[config.mk]
export PLATFORM = sky130hd
export DESIGN_NAME = ac_symbol_feeder
export DESIGN_NICKNAME = d
export VERILOG_FILES = /design/src/rtl/ac_feeder_pkg.sv /design/src/rtl/ac_symbol_buf.sv /design/src/rtl/ac_symbol_feeder.sv
export SDC_FILE = /design/constraint.sdc
export NUM_CORES = 1
export LEC_CHECK = 0
export BUFFER_PORTS_ARGS = -buffer_cell sky130_fd_sc_hd__buf_2
export CORE_AREA = 3 3 114 116
export CTS_CLUSTER_DIAMETER = 200
export CTS_CLUSTER_SIZE = 16
export DETAILED_ROUTE_END_ITERATION = 16
export DIE_AREA = 0 0 117 119
export GPL_TIMING_DRIVEN = 0
export PLACE_DENSITY = 0.81
export SYNTH_ARGS = -nofsm -noshare
export SYNTH_HDL_FRONTEND = slang
export SYNTH_SLANG_ARGS = --single-unit
[constraint.sdc]
create_clock -name CLK -period 1.8 [get_ports CLK]
set_input_delay 0.27 -clock CLK [delete_from_list [all_inputs] [get_ports CLK]]
set_output_delay 0.27 -clock CLK [all_outputs]
set_load 0.02 [all_outputs]
[src/rtl/ac_feeder_pkg.sv]
`default_nettype none
// ============================================================================
// Module      : ac_feeder_pkg
// Description : Shared types and helpers for the Aho-Corasick symbol feeder.
// Revision    : 1.0 - initial release
// ============================================================================
package ac_feeder_pkg;

    localparam int c_SYM_W = 4;

    typedef enum logic [1:0] {
        IDLE = 2'd0,
        INIT = 2'd1,
        SYM  = 2'd2,
        FIN  = 2'd3
    } feeder_state_t;

    // Requested run length, saturated to the buffer depth.
    function automatic int unsigned clamp_len(input int unsigned len, input int unsigned depth);
        return (len > depth) ? depth : len;
    endfunction

endpackage
`default_nettype wire

[src/rtl/ac_symbol_buf.sv]
`default_nettype none
// ============================================================================
// Module      : ac_symbol_buf
// Description : DEPTH x SYM_W text buffer, one write port, one async read port.
// Revision    : 1.0 - initial release
// ============================================================================
module ac_symbol_buf
    import ac_feeder_pkg::*;
#(
    parameter int SYM_W  = c_SYM_W,
    parameter int DEPTH  = 32,
    parameter int ADDR_W = $clog2(DEPTH)
) (
    input  logic              clk,
    input  logic              i_wr_en,
    input  logic [ADDR_W-1:0] i_wr_addr,
    input  logic [SYM_W-1:0]  i_wr_data,
    input  logic [ADDR_W-1:0] i_rd_addr,
    output logic [SYM_W-1:0]  o_rd_data
);

    // Contents deliberately survive reset so a loaded text can be replayed.
    logic [SYM_W-1:0] r_mem [DEPTH];

    always_ff @(posedge clk) begin
        if (i_wr_en) begin
            r_mem[i_wr_addr] <= i_wr_data;
        end
    end

    assign o_rd_data = r_mem[i_rd_addr];

endmodule
`default_nettype wire

[src/rtl/ac_symbol_feeder.sv]
`default_nettype none
// ============================================================================
// Module      : ac_symbol_feeder
// Description : Plays a buffered text into the matcher as INIT/EN/STRING cycles.
//               Optional macro AC_FEEDER_HOLD_EN adds a HOLD input that freezes
//               the sequence and all outputs while high.
// Revision    : 1.0 - initial release
// ============================================================================
module ac_symbol_feeder
    import ac_feeder_pkg::*;
#(
    parameter int SYM_W  = c_SYM_W,
    parameter int DEPTH  = 32,
    parameter int ADDR_W = $clog2(DEPTH)
) (
    input  logic              CLK,
    input  logic              RST,
    input  logic              WR_EN,
    input  logic [ADDR_W-1:0] WR_ADDR,
    input  logic [SYM_W-1:0]  WR_DATA,
    input  logic              START,
    input  logic [ADDR_W:0]   LEN,
`ifdef AC_FEEDER_HOLD_EN
    input  logic              HOLD,
`endif
    output logic              EN_OUT,
    output logic              INIT_OUT,
    output logic [SYM_W-1:0]  STRING_OUT,
    output logic              BUSY,
    output logic              DONE,
    output logic [ADDR_W:0]   SYM_CNT
);

    localparam int c_CNT_W = ADDR_W + 1;

    feeder_state_t      r_state;
    logic [c_CNT_W-1:0] r_len;
    logic [c_CNT_W-1:0] r_idx;
    logic [c_CNT_W-1:0] r_cnt;
    logic               r_en;
    logic               r_init;
    logic               r_busy;
    logic               r_done;
    logic [SYM_W-1:0]   r_string;

    logic               w_advance;
    logic               w_wr_ok;
    logic [SYM_W-1:0]   w_rd_data;

`ifdef AC_FEEDER_HOLD_EN
    assign w_advance = ~HOLD;
`else
    assign w_advance = 1'b1;
`endif

    // The buffer only accepts writes outside a run so the played text is stable.
    assign w_wr_ok = WR_EN & ((r_state == IDLE) | (r_state == FIN));

    ac_symbol_buf #(
        .SYM_W  (SYM_W),
        .DEPTH  (DEPTH),
        .ADDR_W (ADDR_W)
    ) u_buf (
        .clk       (CLK),
        .i_wr_en   (w_wr_ok),
        .i_wr_addr (WR_ADDR),
        .i_wr_data (WR_DATA),
        .i_rd_addr (r_idx[ADDR_W-1:0]),
        .o_rd_data (w_rd_data)
    );

    always_ff @(posedge CLK or posedge RST) begin
        if (RST) begin
            r_state  <= IDLE;
            r_len    <= '0;
            r_idx    <= '0;
            r_cnt    <= '0;
            r_en     <= 1'b0;
            r_init   <= 1'b0;
            r_busy   <= 1'b0;
            r_done   <= 1'b0;
            r_string <= '0;
        end else if (w_advance) begin
            case (r_state)
                IDLE: begin
                    r_done <= 1'b0;
                    if (START) begin
                        r_len <= c_CNT_W'(clamp_len(32'(LEN), DEPTH));
                        r_idx <= '0;
                        r_cnt <= '0;
                        if (LEN == '0) begin
                            r_state <= FIN;
                            r_done  <= 1'b1;
                        end else begin
                            r_state <= INIT;
                            r_init  <= 1'b1;
                            r_busy  <= 1'b1;
                        end
                    end
                end
                INIT: begin
                    r_state  <= SYM;
                    r_init   <= 1'b0;
                    r_en     <= 1'b1;
                    r_string <= w_rd_data;
                    r_idx    <= r_idx + c_CNT_W'(1);
                    r_cnt    <= r_cnt + c_CNT_W'(1);
                end
                SYM: begin
                    r_en <= 1'b0;
                    // r_idx already points past the symbol just sent.
                    if (r_idx < r_len) begin
                        r_state <= INIT;
                        r_init  <= 1'b1;
                    end else begin
                        r_state <= FIN;
                        r_done  <= 1'b1;
                        r_busy  <= 1'b0;
                    end
                end
                FIN: begin
                    r_state <= IDLE;
                    r_done  <= 1'b0;
                end
                default: begin
                    r_state <= IDLE;
                    r_en    <= 1'b0;
                    r_init  <= 1'b0;
                    r_busy  <= 1'b0;
                    r_done  <= 1'b0;
                end
            endcase
        end
    end

    assign EN_OUT     = r_en;
    assign INIT_OUT   = r_init;
    assign STRING_OUT = r_string;
    assign BUSY       = r_busy;
    assign DONE       = r_done;
    assign SYM_CNT    = r_cnt;

endmodule
`default_nettype wire

After elaboration in Yosys (flattened, before gate mapping)
Memories as Yosys holds them, arrays and structs flattened. A register that Yosys moved wholly into a read port is not among the register bits.
Cells that the tools add are included.
Storage, ports and cells
  RAM bits: 128
  input port bits: 19
  register bits: 24
  memories: 1
Cells by class
  add/sub/neg operators: 2
  multiplexer cells: 21
  reduce and logical (&&, ||, !) cells: 12
  equality and inequality tests: 7
  magnitude comparators: 2
  bitwise logic cells: 2
Memories
  u_buf.r_mem: words 32, bits a word 4, rd ports 1, clocked after Yosys merged registers in 1, write ports 1, line ac_symbol_buf.sv:23  | logic [SYM_W-1:0] r_mem [DEPTH];
Operators by type and width (number)
  $pmux W6 S2: 2
  $add A6 B1 Y6 const B: 2
  $mux W6: 2
  $mux W1: 9
  $ne A2 B2 Y1 const B: 4
  $pmux W2 S4: 1
  $reduce_and A4 Y1: 2
  $gt A6 B6 Y1 const B: 1
  $logic_not A6 Y1: 1
  $lt A6 B6 Y1: 1
  $mux W2: 3
  $pmux W1 S3: 2
  $reduce_and A2 Y1: 3
  $reduce_bool A2 Y1: 3
  $reduce_bool A3 Y1: 2
  $eq A2 B2 Y1 const B: 2
  $pmux W1 S2: 2
  $eq A2 B1 Y1 const B: 1
  $logic_not A2 Y1: 1
  $and A1 B1 Y1: 1
  $or A1 B1 Y1: 1

Logic depth before layout (Yosys ltp)
  word-level depth: 5
  depth in mapped cells: 8
  mapped depth without buffers: 8

Cells and area by module
Synthesis repeated with hierarchy kept, for this count alone.
Second synthesis, totals
  cells, all modules: 372
  area total of the unflattened synthesis: 6547.5 µm²
By module, submodules not included
  ac_symbol_buf: sequential area each 3843.7 µm², instances 1, cells an instance 227, area an instance 5058.6 µm²
  ac_symbol_feeder: sequential area each 700.7 µm², instances 1, cells an instance 145, area an instance 1488.9 µm²

Worst setup path after synthesis
OpenSTA, ideal clock, no wires.
  path kind: register to register
  start point: reg r_state[0]
  end point: mem u_buf.r_mem[12][0] (netlist bit) (enable)
  required time: 1.471 ns
  path slack: -0.177 ns
  arrival: 1.648 ns
  library setup time: 0.329 ns
  period minus slack after synthesis: 1.977 ns
  stages on the path, launching flop included: 7
  cell sequence: dfrtp_1 inv_1 ha_1 nand2b_1 or3_1 clkbuf_1 nor2_1
Between the ends
  word-level cells in the longest chain between the ends: 5
Ends and longest elaborated chain
  start: declaration: line ac_symbol_feeder.sv:36  | feeder_state_t r_state;
  start signal: assignment: line ac_symbol_feeder.sv:74  | r_state <= IDLE;
  start signal: assignment: line ac_symbol_feeder.sv:92  | r_state <= FIN;
  start signal: assignment: line ac_symbol_feeder.sv:95  | r_state <= INIT;
  $eq A2 B2 Y1 / $logic_not A2 Y1 (equally long branches): line ac_symbol_feeder.sv:57  | assign w_wr_ok = WR_EN & ((r_state == IDLE) | (r_state == FIN));
  $or A1 B1 Y1 (*): line ac_symbol_feeder.sv:57
  $and A1 B1 Y1 (*): line ac_symbol_feeder.sv:57
  $mux W1 (*): line ac_symbol_buf.sv:26  | if (i_wr_en) begin
  $mux W1 (not written as such) (*): line ac_symbol_buf.sv:27  | r_mem[i_wr_addr] <= i_wr_data;
  end: declaration: line ac_symbol_buf.sv:23
Mark *: on every way between the ends. The rest lies on a longest branch, timed or not.

==> flow_summary.yaml <==
global_route:
  first_global_vias: 4254
  grtUsageMet3_pct: 5.64
  antenna_found_initial: 1
  grt_pass1_wl_mm: 22.8
  grtUsageMet2_pct: 36.3
  busiest_layer: "met2"
  grt-ovfl-total: 0
  grt_use_met1_pct: 27.9
  grt_use_total_pct: 22.5
  grt_max_degree: 33
setup_path:
  cp_max_fo: 10
  critical_path.startpoint_type: "register"
  ff2ff_setup_slack_ns: -0.08
  critPathRequiredTime_ns: 2.17
  worstSetupPathType: "reg2reg"
  crit_path_end_kind: "register"
  arrival_ns: 2.25
placed_design:
  gp_congestion: 0.834
  placed_cells: 633
  dp_hpwl_mm: 9.39
  io_buffers: 32
  post-place-ws_ns: -0.421
clock_tree:
  cts.sinks: 156
  cts.reportedPaths.clkPinSlew_ns: 0.07
  clock_latency_ns: 0.42
  ctsHtreeMaxLevel: 4
  cts_tree: "built"
  cts_hold_buf: 0
  cts_buffers: 17
  clk_path_buf_depth: 2
  root_buffer: "clkbuf_16"
sta:
  relSlewSlack_pct: 24.9
  drv_slew: 0
  worst_slew_pin_slew_ns: 1.13
  finalHoldViolCount: 0
  finalCriticalPeriod_ns: 1.88
  fin_crit_sh_pct: 104
  fmax_mhz: 532
  rsz0062_at_grt: "true"
  worst_slack_ns: -0.0809
  setup_viol: 36
  clock_skew_ns: 0.00892
floorplanning:
  dieArea_um2: 13900
  initial_utilization_pct: 55.4
  die_h_um: 119
  num_rows: 40
  die_x_um: 117
  coreArea_um2: 12000
  ios: 33
detailed_routing:
  drt-total-wl_mm: 15.6
  initialDrtViolationCount: 391
  via_count: 4200
  postRouteAntennaNets: 0
  viasPerCell: 6.05
  firstDrtPassIters: 5
  avgRoutedWirePerCell_um: 22.4
  drc: 0
power_and_ir_drop:
  peakVddDrop_uv: 975
  p_leak_nw: 2.98
  power_density_nw_per_um2: 1430
synth:
  synthFlopType: "edfxtp_1"
  ys_seq_elements: 156
  syn_avg_cell_area_um2: 14.6
  synth_warnings: 0
  yosysTopAreaCellShare_pct: 57.8
  synth.yosys.seq_area_share_pct: 68.3
  synthArstFlopShare_pct: 17.9
  synth_edf_count: 128
  syn_nets: 484
  syn_area_um2: 6650
  ys_top_cells_by_area: "edfxtp_1 58%, dfrtp_1 11%, mux2i_1 10%"
  ys_types: 40
  synth.largest_area_cell: "edfxtp_1"
  syn_inst: 454
final_layout:
  drive_gt1_share_pct: 38.6
  fin_nets: 564
  syn_to_final_growth_pct: 26.7
  fin_cells: 694
  diodes: 0
status:
  violations: "setup timing"
  status: "complete, but fails checks"
min_path:
  min_path_type: "in2reg"
job:
  maxCapViolCount: 0
==> worst max-delay path: stages (launching register included) <==
cell      delay, ns
dfrtp_2        0.46
nor2b_1        0.15
clkbuf_4       0.20
buf_6          0.17
a22oi_2        0.21
a21oi_2        0.09
nor4_1         0.34
mux2_2         0.21
==> synth_stat cells, drive strengths merged (4+ instances only) <==
cell      n
a21oi    21
a22oi    32
buf      16
dfrtp    28
edfxtp  128
ha       11
inv      10
mux2      6
mux2i    67
nand2    16
nand2b   11
nand3     4
nand4     4
nor2     50
nor4      4
o21ai    13
xor2      7
==> layout make-up <==
type | instances | area (µm²)
fill | 743 | 3590
clock inverter | 15 | 115
tap | 147 | 184
inverter | 10 | 37.5
clock buffer | 17 | 425
buffer | 17 | 210
multi-input combinational | 269 | 2430
sequential | 156 | 4550
timing repair buffer | 63 | 468
==> state kept, by name (all words and copies together) (netlist names) <==
signal and cells:
r_state 2, r_idx 6, STRING_OUT 4, BUSY 1, r_len 6, u_buf.r_mem 128
EN_OUT 1, DONE 1, SYM_CNT 6, INIT_OUT 1
==> cells in the final DEF (no fill, tap or decap), drive strengths merged <==
master / instances
or3: 3
clkinv: 8
nand3b: 3
or2: 1
nand3: 4
nand2b: 11
a32o: 2
nor2: 50
nand4: 4
edfxtp: 128
ha: 11
xor2: 7
dfrtp: 28
and3: 1
clkinvlp: 3
o21ai: 13
o21a: 1
and2: 1
a21oi: 21
nor2b: 3
nand2: 16
a21o: 1
buf: 75
or3b: 2
a21boi: 1
mux2i: 67
nor4: 4
inv: 14
a31oi: 2
mux2: 6
a22oi: 32
nand4b: 1
clkbuf: 22
o22a: 1
==> repair_timing <==
action                     4_1_cts  5_1_grt
buffers inserted                14       14
gates resized for setup         54       80
pin swaps                        7       35
cloned                           1        2
setup endpoints to repair      139      134
==> worst paths after layout <==
kind	from	to	depth (start not counted)
min in group asynchronous	RST	BUSY$_DFFE_PP0P_	2
hold / removal	LEN[4]	r_len[4]$_DFFE_PP0P_	3
setup reg to reg	r_idx[1]$_DFFE_PP0P_	STRING_OUT[2]$_DFFE_PP0P_	7
max in group asynchronous	RST	r_idx[3]$_DFFE_PP0P_	2
setup / recovery	r_idx[1]$_DFFE_PP0P_	STRING_OUT[2]$_DFFE_PP0P_	7
hold reg to reg	DONE$_DFFE_PP0P_	DONE$_DFFE_PP0P_	1
==> where the power goes <==
| group | internal [mW] | leakage (nW) | switching [mW] |
|---|---|---|---|
| Sequential | 4.19 | 1.50 | 0.235 |
| Combinational | 2.13 | 1.23 | 2.24 |
| Clock | 1.78 | 0.259 | 1.48 |
| Total | 8.10 | 2.98 | 3.95 |
==> per-layer routing <==
| layer | up-vias | part of all wire [%] | routed length, µm |
|---|---|---|---|
| met5 | - | 0.045 | 7 |
| met4 | 2 | 2.9 | 451 |
| met3 | 36 | 6.7 | 1040 |
| met2 | 187 | 51 | 7870 |
| met1 | 2091 | 40 | 6200 |
| li1 | 1884 | - | - |
==> logic make-up after synthesis <==
family          count (synthesis)  synth area share (%)
fa+ha+maj                      11                  2.07
buf+inv                        29                  2.95
simple gates                  104                  7.43
compound gates                 74                  7.19
xor+xnor                        7                 0.922
mux                            73                  11.1
flops                         156                  68.3
==> per-stage QoR <==
step / area [µm²] / setup TNS (ns) / hold slack, ns / util, % / total power [mW]
finish: 8430 / -0.814 / 0.124 / 70.1 / 12.0
global route: 8430 / -4.27 / 0.126 / 70.1 / 12.5
CTS: 7930 / -2.42 / 0.109 / 66.0 / 11.2
detailed placement: 7080 / -33.56 / 0.477 / 58.9 / 7.53
global placement: 7080 / -27.70 / 0.477 / 58.9 / 7.43
floorplan: 6730 / 0 / 0.335 / - / 6.65
(Power assumes the default switching activity.)
